===== src/rtl/image_cell_alu.sv =====
// image_cell_alu: multi-cycle, lane-parallel per-channel saturating
// arithmetic on DIM x DIM pixel cells with valid/ready in and out.
module image_cell_alu #(
   parameter int DIM      = 4,
   parameter int CHANNELS = 3,
   parameter int CH_WIDTH = 8,
   parameter int LANES    = 4
) (
   input  logic                               clk,
   input  logic                               reset,
   input  logic                               in_valid,
   output logic                               in_ready,
   input  logic [2:0]                         opcode,
   input  logic [DIM*DIM*CHANNELS*CH_WIDTH-1:0] cellA,
   input  logic [DIM*DIM*CHANNELS*CH_WIDTH-1:0] cellB,
   output logic                               out_valid,
   input  logic                               out_ready,
   output logic [DIM*DIM*CHANNELS*CH_WIDTH-1:0] result,
   output logic                               sat
);

   localparam int NPIX   = DIM * DIM;
   localparam int PIX_W  = CHANNELS * CH_WIDTH;
   localparam int CELL_W = NPIX * PIX_W;
   localparam int BEATS  = NPIX / LANES;
   localparam int CW     = (BEATS > 1) ? $clog2(BEATS) : 1;

   localparam logic [1:0] S_IDLE = 2'd0;
   localparam logic [1:0] S_BUSY = 2'd1;
   localparam logic [1:0] S_DONE = 2'd2;

   localparam logic [2:0] OP_ADD   = 3'd0;
   localparam logic [2:0] OP_SUB   = 3'd1;
   localparam logic [2:0] OP_AVG   = 3'd2;
   localparam logic [2:0] OP_MAX   = 3'd3;
   localparam logic [2:0] OP_MIN   = 3'd4;
   localparam logic [2:0] OP_INV   = 3'd5;
   localparam logic [2:0] OP_PASSA = 3'd6;
   localparam logic [2:0] OP_PASSB = 3'd7;

   logic [1:0]        state;
   logic [CW-1:0]     cnt;
   logic [2:0]        op_q;
   logic [CELL_W-1:0] a_q;
   logic [CELL_W-1:0] b_q;
   logic [CELL_W-1:0] res_q;
   logic              sat_q;
   logic              ov_q;

   logic [PIX_W-1:0]  lane_pix [LANES];
   logic              beat_sat;
   logic [CH_WIDTH:0] ch_r;
   int                base;

   // Returns {clamped, value} for one channel.
   function automatic logic [CH_WIDTH:0] alu_ch(
      input logic [2:0]          op,
      input logic [CH_WIDTH-1:0] a,
      input logic [CH_WIDTH-1:0] b
   );
      logic [CH_WIDTH:0] sum;
      logic [CH_WIDTH:0] r;
      sum = {1'b0, a} + {1'b0, b};
      r   = '0;
      unique case (op)
         OP_ADD:   r = sum[CH_WIDTH] ? {1'b1, {CH_WIDTH{1'b1}}} : sum;
         OP_SUB:   r = (a < b) ? {1'b1, {CH_WIDTH{1'b0}}} : {1'b0, a - b};
         OP_AVG:   r = {1'b0, sum[CH_WIDTH:1]};
         OP_MAX:   r = {1'b0, (a > b) ? a : b};
         OP_MIN:   r = {1'b0, (a < b) ? a : b};
         OP_INV:   r = {1'b0, ~a};
         OP_PASSA: r = {1'b0, a};
         OP_PASSB: r = {1'b0, b};
         default:  r = '0;
      endcase
      return r;
   endfunction

   assign base = 32'(cnt) * LANES;

   always_comb begin
      beat_sat = 1'b0;
      ch_r     = '0;
      for (int l = 0; l < LANES; l++) begin
         lane_pix[l] = '0;
         for (int c = 0; c < CHANNELS; c++) begin
            ch_r = alu_ch(op_q,
               a_q[(base + l) * PIX_W + c * CH_WIDTH +: CH_WIDTH],
               b_q[(base + l) * PIX_W + c * CH_WIDTH +: CH_WIDTH]);
            lane_pix[l][c * CH_WIDTH +: CH_WIDTH] = ch_r[CH_WIDTH-1:0];
            beat_sat = beat_sat | ch_r[CH_WIDTH];
         end
      end
   end

   always_ff @(posedge clk or posedge reset) begin
      if (reset) begin
         state <= S_IDLE;
         cnt   <= '0;
         op_q  <= '0;
         a_q   <= '0;
         b_q   <= '0;
         res_q <= '0;
         sat_q <= 1'b0;
         ov_q  <= 1'b0;
      end else begin
         unique case (state)
            S_IDLE: begin
               if (in_valid) begin
                  op_q  <= opcode;
                  a_q   <= cellA;
                  b_q   <= cellB;
                  res_q <= '0;
                  sat_q <= 1'b0;
                  cnt   <= '0;
                  state <= S_BUSY;
               end
            end
            S_BUSY: begin
               for (int l = 0; l < LANES; l++)
                  res_q[(base + l) * PIX_W +: PIX_W] <= lane_pix[l];
               sat_q <= sat_q | beat_sat;
               if (cnt == CW'(BEATS - 1)) begin
                  cnt   <= '0;
                  ov_q  <= 1'b1;
                  state <= S_DONE;
               end else begin
                  cnt <= cnt + 1'b1;
               end
            end
            S_DONE: begin
               if (out_ready) begin
                  ov_q  <= 1'b0;
                  state <= S_IDLE;
               end
            end
            default: state <= S_IDLE;
         endcase
      end
   end

   // Reset gating keeps in_ready low while reset is held.
   assign in_ready  = (state == S_IDLE) && !reset;
   assign out_valid = ov_q;
   assign result    = res_q;
   assign sat       = sat_q;

endmodule


===== config.mk =====
export PLATFORM = sky130hd
export DESIGN_NAME = image_cell_alu
export DESIGN_NICKNAME = d
export VERILOG_FILES = /design/src/rtl/image_cell_alu.sv
export SDC_FILE = /design/constraint.sdc
export NUM_CORES = 2
export LEC_CHECK = 0
export CORE_AREA = 4 4 453 455
export CTS_CLUSTER_DIAMETER = 100
export CTS_CLUSTER_SIZE = 14
export DETAILED_ROUTE_END_ITERATION = 10
export DIE_AREA = 0 0 457 459
export GPL_ROUTABILITY_DRIVEN = 1
export PLACE_DENSITY = 0.63
export REMOVE_ABC_BUFFERS = 1
export SYNTH_ARGS = -nofsm -noshare
export SYNTH_HDL_FRONTEND = slang
export SYNTH_SLANG_ARGS = --single-unit

===== constraint.sdc =====
create_clock -name clk -period 45.5 [get_ports clk]
set_clock_uncertainty 0.15 [all_clocks]
set_input_delay 9.1 -clock clk [delete_from_list [all_inputs] [get_ports clk]]
set_output_delay 9.1 -clock clk [all_outputs]
set_load 0.03 [all_outputs]

==> results.json <==
{
  "outcome": "finished, violations left",
  "violations": "DRC",
  "ys_seq_area_frac": 0.389,
  "startpoint": "reset",
  "overflow": 0,
  "layout-drive-gt1-share": 0.0865,
  "drt-pass1-iter-count": 11,
  "final_hold_viol_count": 0,
  "cts_root_buf": "clkbuf_16",
  "r2r-start": "cnt[1]",
  "grt_pass1_vias": 72700,
  "startpoint_type": "input pin",
  "cp_max_fo": 2,
  "drt_iter0_markers": 9391,
  "cts_tree": "done",
  "ys_async_sr_fraction": 1.00,
  "grt_pass1_wl_um": 553000,
  "cts_buffer_depth": 3,
  "min_from": "a_q[281]",
  "syn_avg_cell_area_um2": 8.79,
  "fmax_mhz": 50.4,
  "critical_path_required_ns": 36.25,
  "die_height_um": 459,
  "drc": 14,
  "synth_seq_cells": 1161,
  "ioPinCount": 1162,
  "synth.distinct_cells": 107,
  "grt_use_total": 0.367,
  "critPathKind": "input pin to output pin",
  "numCtsBuffers": 97,
  "maxCapViolCount": 0,
  "yosys_warnings": 0,
  "fin_crit_sh": 0.436,
  "clk_latency_ns": 0.81,
  "synthFlopType": "dfrtp_1",
  "hp-class": "register to register",
  "syn-instance-count": 8491,
  "slew_violations": 0,
  "rsz0062_at_grt": "false",
  "die_x_um": 457,
  "synthToLayoutAreaGrowth_pct": 22.5,
  "synthTopCellsByArea": "dfrtp_1 39%, nand2_1 15%, mux4_2 10%",
  "setup_viol": 0,
  "wire_per_inst_um": 33.1,
  "core.rowCount": 165,
  "htree_levels": 3,
  "ctsHoldBuffers": 0,
  "tns_ns": 0,
  "slew_headroom": 0.0738,
  "start_util": 0.371,
  "hold_slack_ns": 0.325,
  "clock_sinks": 1161,
  "endpoint_kind": "output pin",
  "final_antenna_net_count": 0,
  "cts_setup_buffers": 0,
  "grt_max_degree": 193,
  "vias": 74700,
  "antenna_found_initial": 36,
  "dpl.hpwl_um": 301000,
  "place_ws_ns": 25.63,
  "ctsResizeCount": 0,
  "setup_ws_ns": 25.68,
  "nets": 10400,
  "yosysTopAreaCellShare": 0.389,
  "viasPerCell": 6.19,
  "tightest_slew_ns": 1.37,
  "clk_pin_slew_ns": 0.07,
  "synth_top_cell_by_area": "dfrtp_1",
  "core_area_um2": 201000,
  "gp_congestion": 0.987,
  "wirelength_um": 399000,
  "portBuffers": 1161,
  "die_area_um2": 210000,
  "worstPathArrival_ns": 10.57,
  "post-route-min-period_ns": 19.82,
  "synth-edff-count": 0,
  "syn_area_um2": 74600
}
==> sequential cells by signal, summed over array words and instances (netlist names) <==
name,count
sat,1
state,2
a_q,384
op_q,3
out_valid,1
result,384
b_q,384
cnt,2
==> critical path, cell delays in order <==
cell and delay (ns):
clkdlybuf4s50_1 0.53, nor3_1 0.23, clkdlybuf4s50_1 0.72
==> per-layer routing <==
| layer | GRT usage | wire [um] |
|---|---|---|
| met5 | 0.00574 | 327 |
| met4 | 0.231 | 31100 |
| met3 | 0.135 | 48100 |
| met2 | 0.527 | 166000 |
| met1 | 0.465 | 154000 |
==> placed cells by master (no fill, tap or decap), types with 68 or more instances in the layout <==
cell / n
nand2b_1: 68
nand3_1: 87
a21oi_1: 399
o221ai_1: 100
o21ai_0: 319
dfrtp_1: 1158
buf_4: 185
nor2_1: 353
nand2_1: 2889
clkbuf_16: 99
clkdlybuf4s50_1: 1161
a221oi_1: 159
mux4_2: 336
mux2i_1: 190
a211oi_1: 71
a22oi_1: 103
nor3_1: 86
ha_1: 197
inv_1: 241
==> Yosys cell counts, types with 56 or more instances <==
master	count
inv_1	246
a221oi_1	159
nor2_1	362
o221ai_1	100
a21oi_1	403
mux2i_1	190
nand2b_1	70
a211oi_1	71
o21ai_0	322
nand2_1	2892
o21a_1	60
clkbuf_1	420
ha_1	202
mux4_2	336
nor2b_1	59
buf_2	76
a22o_1	58
nor3_1	88
dfrtp_1	1161
o22ai_1	56
xnor2_1	65
nand3_1	88
a22oi_1	103
==> final cells by class <==
cell class,count,area (um^2)
clock inverters,16,209
repair buffers,1351,13100
flip-flops and latches,1161,29100
fillers,19600,110000
multi-input cells,6497,42300
diodes,12,30.0
clock buffers,105,2510
well taps,2672,3340
inverters,247,936
==> cells by family after synthesis <==
| family | share of synthesized area |
|---|---|
| and+or+nand+nor | 0.206 |
| buffers and inverters | 0.0482 |
| AOI/OAI and AO/OA | 0.171 |
| xor gates and xnor gates | 0.0124 |
| adders and majority gates | 0.0403 |
| DFF | 0.389 |
| muxes | 0.133 |
==> path summary, 6_finish.rpt <==
path	endpoint	slack, ns	cells past startpoint
max	in_ready	25.68	3
min	a_q[281]	0.32	2
max reg2reg	result[64]	35.85	20
min reg2reg	a_q[281]	0.32	2
max in group asynchronous	a_q[75]	33.05	5
min in group asynchronous	result[8]	8.75	2
==> stage by stage <==
stage | area, um^2 | instances | utilization
global route | 91400 | 12100 | 0.454
CTS | 91400 | 12000 | 0.454
detailed placement | 88700 | 11900 | 0.441
finish | 91500 | 12100 | 0.454
floorplan | 72000 | 7905 | -
global placement | 88700 | 11900 | 0.441
Power is not shown: default switching activity piles up to over one toggle a cycle in this logic, so the estimate is an artifact.
